### config.mk
export PLATFORM = sky130hd
export DESIGN_NAME = nx_token_scheduler
export DESIGN_NICKNAME = d
export VERILOG_FILES = /design/src/rtl/nx_token_scheduler_pkg.sv /design/src/rtl/nx_token_seek.sv /design/src/rtl/nx_token_scheduler.sv
export SDC_FILE = /design/constraint.sdc
export NUM_CORES = 1
export LEC_CHECK = 0
export ABC_CLOCK_PERIOD_IN_PS = 1800
export CAP_MARGIN = 20
export CORE_ASPECT_RATIO = 1.1
export CORE_UTILIZATION = 50
export CTS_CLUSTER_DIAMETER = 80
export DETAILED_ROUTE_END_ITERATION = 16
export HOLD_SLACK_MARGIN = 0.02
export PLACE_DENSITY = 0.78
export SLEW_MARGIN = 10
export SYNTH_ARGS = -nofsm -noshare
export SYNTH_HDL_FRONTEND = slang
export SYNTH_SLANG_ARGS = --single-unit
### constraint.sdc
create_clock -name clk_i -period 1.8 [get_ports clk_i]
set_input_delay 0.36 -clock clk_i [delete_from_list [all_inputs] [get_ports clk_i]]
set_output_delay 0.36 -clock clk_i [all_outputs]
set_load 0.01 [all_outputs]
### src/rtl/nx_token_scheduler_pkg.sv
// nx_token_scheduler_pkg: shared state encoding and defaults for the token scheduler
package nx_token_scheduler_pkg;

  typedef enum logic [1:0] {
    IDLE,
    SEEK,
    HOLD,
    DONE
  } token_sched_state_t;

  localparam int TOKEN_HOLD_LIMIT = 64;

endpackage

### src/rtl/nx_token_seek.sv
// nx_token_seek: find the lowest set mask bit at or above a start index
module nx_token_seek #(
  parameter int NODES = 8
) (
  input  logic [NODES-1:0]         mask,
  input  logic [$clog2(NODES)-1:0] start,
  output logic [$clog2(NODES)-1:0] idx,
  output logic                     found
);

  localparam int IW = $clog2(NODES);

  // scan downwards so the last hit written is the lowest qualifying bit
  always_comb begin
    idx   = '0;
    found = 1'b0;
    for (int i = NODES - 1; i >= 0; i--) begin
      if (mask[i] && i >= int'(start)) begin
        idx   = IW'(i);
        found = 1'b1;
      end
    end
  end

endmodule

### src/rtl/nx_token_scheduler.sv
// nx_token_scheduler: passes one outbound channel token round-robin across a node column per step
module nx_token_scheduler
  import nx_token_scheduler_pkg::*;
#(
  parameter int NODES       = 8,
  parameter int HOLD_LIMIT  = TOKEN_HOLD_LIMIT,
  parameter int ROUND_WIDTH = 16
) (
  input  logic                     clk_i,
  input  logic                     rst_i,
  input  logic                     trigger_i,
  input  logic [NODES-1:0]         active_mask_i,
  input  logic                     clear_i,
  output logic [NODES-1:0]         token_grant_o,
  input  logic [NODES-1:0]         token_release_i,
  output logic                     busy_o,
  output logic [$clog2(NODES)-1:0] holder_o,
  output logic                     round_done_o,
  output logic [ROUND_WIDTH-1:0]   round_count_o,
  output logic                     stall_o,
  output logic                     overrun_o,
  output logic                     spurious_o
);

  localparam int IW = $clog2(NODES);
  localparam int CW = $clog2(HOLD_LIMIT + 1);

  token_sched_state_t state, next;
  logic [NODES-1:0]       mask_q;
  logic [IW-1:0]          ptr_q, holder_q, seek_idx;
  logic [CW-1:0]          hold_q;
  logic [ROUND_WIDTH-1:0] count_q;
  logic                   seek_found, rel_ok, last;
  logic                   stall_q, overrun_q, spurious_q;
  logic                   stall_set, overrun_set, spurious_set;

  nx_token_seek #(.NODES(NODES)) u_seek (
    .mask  (mask_q),
    .start (ptr_q),
    .idx   (seek_idx),
    .found (seek_found)
  );

  assign rel_ok        = (state == HOLD) && token_release_i[holder_q];
  assign last          = holder_q == IW'(NODES - 1);
  assign token_grant_o = (state == HOLD) ? (NODES'(1) << holder_q) : '0;
  assign busy_o        = state != IDLE;
  assign holder_o      = holder_q;
  assign round_done_o  = state == DONE;
  assign round_count_o = count_q;
  assign stall_o       = stall_q;
  assign overrun_o     = overrun_q;
  assign spurious_o    = spurious_q;

  assign stall_set    = (state == HOLD) && (hold_q >= CW'(HOLD_LIMIT - 1));
  assign overrun_set  = trigger_i && (state != IDLE);
  assign spurious_set = |(token_release_i & ~token_grant_o);

  // state register; reset drops the grant immediately because the grant decodes from state
  always_ff @(posedge clk_i or negedge rst_i) begin
    if (!rst_i) state <= IDLE;
    else        state <= next;
  end

  // next-state: the last node finishes the round directly so the pointer never wraps
  always_comb begin
    next = state;
    next = (state == IDLE) ? (trigger_i ? SEEK : IDLE) :
           (state == SEEK) ? (seek_found ? HOLD : DONE) :
           (state == HOLD) ? (rel_ok ? (last ? DONE : SEEK) : HOLD) :
                             IDLE;
  end

  // round datapath: latched mask, search pointer, holder, hold timer, round counter
  always_ff @(posedge clk_i or negedge rst_i) begin
    if (!rst_i) begin
      mask_q   <= '0;
      ptr_q    <= '0;
      holder_q <= '0;
      hold_q   <= '0;
      count_q  <= '0;
    end else begin
      if (state == IDLE && trigger_i) begin
        mask_q <= active_mask_i;
        ptr_q  <= '0;
      end
      if (state == SEEK && seek_found) holder_q <= seek_idx;
      if (rel_ok && !last) ptr_q <= holder_q + IW'(1);
      hold_q <= (state == HOLD && !rel_ok) ?
                ((hold_q == CW'(HOLD_LIMIT)) ? hold_q : hold_q + CW'(1)) : '0;
      if (state == DONE) count_q <= count_q + ROUND_WIDTH'(1);
    end
  end

  // sticky error flags; a set event in the same cycle beats clear
  always_ff @(posedge clk_i or negedge rst_i) begin
    if (!rst_i) begin
      stall_q    <= 1'b0;
      overrun_q  <= 1'b0;
      spurious_q <= 1'b0;
    end else begin
      stall_q    <= stall_set    | (stall_q    & ~clear_i);
      overrun_q  <= overrun_set  | (overrun_q  & ~clear_i);
      spurious_q <= spurious_set | (spurious_q & ~clear_i);
    end
  end

endmodule

==> summary.md <==
| Metric | Value |
|---|---|
| Library cells used by synthesis | 38 |
| Static Leakage | approximately 1.4 nW |
| Status | finished, violations left |
| Most used cell, CP | buf_6 |
| Startpoint types | flop |
| Fin. Hold Viols | 0 |
| Via/cell ratio | 5.35 |
| Reg-to-Reg Start | holder_o[0] |
| H-Tree Depth | 2 |
| Routed wire length | roughly 5.2 mm |
| Peak Freq | ~550 MHz |
| RSZ-0062 raised after global routing | true |
| Ys async rst share | 1.00 |
| Max-cap viol count | 0 |
| Clock buffer depth | 2 |
| Ant diodes | 0 |
| Area share of the largest cell type after synthesis | 0.476 |
| Post-DP HPWL | approximately 3.4 mm |
| Crit path max-delay cell type | dfrtp_1 |
| Area contributors post-synth | dfrtp_1, ha_1, xnor2_1 |
| Biggest area consumer among synthesized cells | dfrtp_1 |
| Min Tclk post-route | about 1800 ps |
| Failing checks | setup timing |
| Drc violations | 0 |
| Worst Skew | 11.4 ps |
| Mapped cell area | approximately 2200 sq um |
| Dpl cells | 330 |
| Syn nets | roughly 250 |
| Post-layout instance count excluding filler cells | 346 |
| Clock latency on the worst-skew pair | around 300 ps |
| Final-stage net count | 322 |
| Placer congestion estimate | approximately 0.82 |
| Core area | a little over 4000 sq um |
| Pre-Repair DR Iteration Count | 4 |
| Peak VDD IR | around 0.8 mV |
| Post-layout util | 0.774 |
| Area Overhead vs Synth | 43.2% |
| Number of global-route vias before repair | 1865 |
| FF-to-FF setup slack | 0 ps |
| P per Cell Area | about 1400 nW/um^2 |
| Worst-path cell chain | buf_6 > buf_6 > ha_2 > and3_4 > buf_6 |
| CP Data Arrival Time | about 1500 ps |
| I/O Buffers | between 50 and 60 |
| Period Utilization, post-route | 1.01 |
| Total die area | roughly 4700 sq um |
| Max Slew Vio Count | 0 |
| Initial core utilization | 0.541 |
| I/O Pins | between 50 and 60 |
| FP Rows | 24 |
| Grt total ovfl | 0 |
| Routed len/inst | 15.0 um |
| Share of layout cells above drive strength 1 | 0.248 |
| Top FF cell, synth | dfrtp_1 |
| CP Max Fanout | 4 |
| Seq/Total Area, Yosys | 0.476 |
| Worst-Margin Slew | between 500 and 600 ps |
| Post-route worst setup slack | -10.4 ps |
| CP Capture Type | primary output |
| Max transition margin | 0.655 |
| Clk sink count | 42 |
| Antenna Violating Nets Remaining | 0 |
| Synth warn | 0 |
| Die Ht | 71.7 um |
| Initial antenna violation count | 0 |
| Post-synth EDFFs | 0 |
| Flops & latches, synth | 42 |
| Final setup viols | 3 |
| Hold Buf Count CTS | 0 |
| Critical Path RT | around 1400 ps |
| Critical path type | flop to primary output |
| Pin count of the biggest net entering global routing | 43 |
| Critical R2R Capture | ptr_q[0] |
| DR iter-0 viols | roughly 120 |
| Root buf cell | clkbuf_8 |
| Gr usage total | 0.238 |
| Die width | around 65 um |
| HP Class | primary input to asynchronous set/reset pin |
| First-pass GRT wire length | around 8.4 mm |
| Mean area per synthesized cell | about 10 sq um |
| CTS tree | done |
| Worst r2r path cells | 7 |
| Num CTS Buffers | 5 |
| Routed vias | 1852 |
| Post-Syn Instances | 217 |
| Slowest Stage Delay on Critical Path | 420 ps |
| Clock transition at path regs | 80 ps |
==> layout make-up <==
| type | instances | area (sq um) |
|---|---|---|
| fillers | 285 | 922 |
| clock inverters | 1 | 30.0 |
| inverters | 18 | 67.6 |
| clock buffers | 7 | 76.3 |
| repair buffers | 75 | 692 |
| flip-flops and latches | 42 | 1050 |
| multi-input cells | 151 | 1180 |
| well taps | 52 | 65.1 |
==> how the worst max path moves through the flow <==
stage,cells past startpoint,endpoint,from,slack (ps)
floorplan,5,ptr_q[0],holder_o[0],150
global placement,6,ptr_q[2],token_release_i[5],-160
detailed placement,5,hold_q[4],token_release_i[5],-230
CTS,3,holder_o[1],holder_o[1],6
global route,7,ptr_q[0],holder_o[0],-50
finish,5,token_grant_o[1],holder_o[0],-10
==> Yosys cell counts (2+ instances only) <==
master	instances
dfrtp_1	42
inv_1	18
nor2_1	18
nand2_1	15
nand3_1	12
xnor2_1	12
a21oi_1	10
ha_1	9
mux2_2	9
xor2_1	9
and3_1	8
nand4_1	8
o21ai_0	7
buf_2	3
nand2b_1	3
nor2b_1	3
o21ai_1	3
a21boi_0	2
and4_1	2
clkbuf_2	2
mux2i_1	2
mux4_1	2
o211ai_1	2
o2bb2ai_1	2
==> cells in the final DEF, fill, tap and decap left out, drive strengths merged, types with 3 or more instances in the layout <==
master	instances
nand2	15
ha	9
buf	33
xnor2	12
xor2	9
and3	8
inv	18
nand4	8
clkbuf	7
dlygate4sd2	4
dfrtp	42
a21oi	10
nor2	18
nand2b	3
o21ai	10
clkdlybuf4s50	37
mux2	9
nor2b	3
nand3	12
==> critical path: cells and delay by family, from the launching register on <==
| family | cells | cell delay, ps |
|---|---|---|
| adders and majority gates | 1 | 190 |
| buffers and inverters | 3 | 360 |
| DFF | 1 | 420 |
| and+or+nand+nor | 1 | 180 |
==> logic make-up (layout without fill, tap and decap cells) <==
group                      after synthesis  in the layout  share of synthesized area
muxes                                   13             13                     0.0788
and+or+nand+nor                         75             75                      0.175
buffers and inverters                   24            101                     0.0436
adders and majority gates                9              9                     0.0510
xor gates and xnor gates                21             21                     0.0833
AOI/OAI and AO/OA                       33             33                     0.0924
DFF                                     42             42                      0.476
==> through the flow <==
step                hold WS, ps  total power, mW  area, sq um  setup WS [ps]  setup TNS, ps
floorplan                  64.4             2.49         2210            152              0
global placement            460             3.19         2880           -161          -1790
detailed placement          461             3.23         2880           -231          -2450
CTS                         133             4.18         3080           5.66              0
global route                159             4.66         3160          -51.1           -306
finish                      109             4.37         3160          -10.4          -18.0
==> state kept, by name, indices dropped and copies added (netlist names) <==
register       cells
hold_q             7
holder_o           3
mask_q             8
overrun_o          1
ptr_q              3
round_count_o     16
spurious_o         1
stall_o            1
state              2
==> where the power goes <==
part | internal, mW | switching, mW
Combinational | 1.14 | 1.01
Sequential | 1.20 | 0.279
Clock | 0.415 | 0.317
==> repair_timing <==
| action | 4_1_cts | 5_1_grt |
|---|---|---|
| buffers inserted | 7 | 1 |
| resized for setup | 60 | 16 |
| setup endpoints to repair | 21 | 21 |
| pin swaps | 4 | 2 |
==> routing by layer <==
layer | wire length [um] | vias to the layer above | global-route usage
met5 | 0 | - | 0
li1 | - | 899 | -
met4 | 72 | 0 | 0.0870
met2 | 2590 | 62 | 0.404
met1 | 2210 | 885 | 0.291
met3 | 318 | 6 | 0.0573
Power figures use the tool's default switching activity.
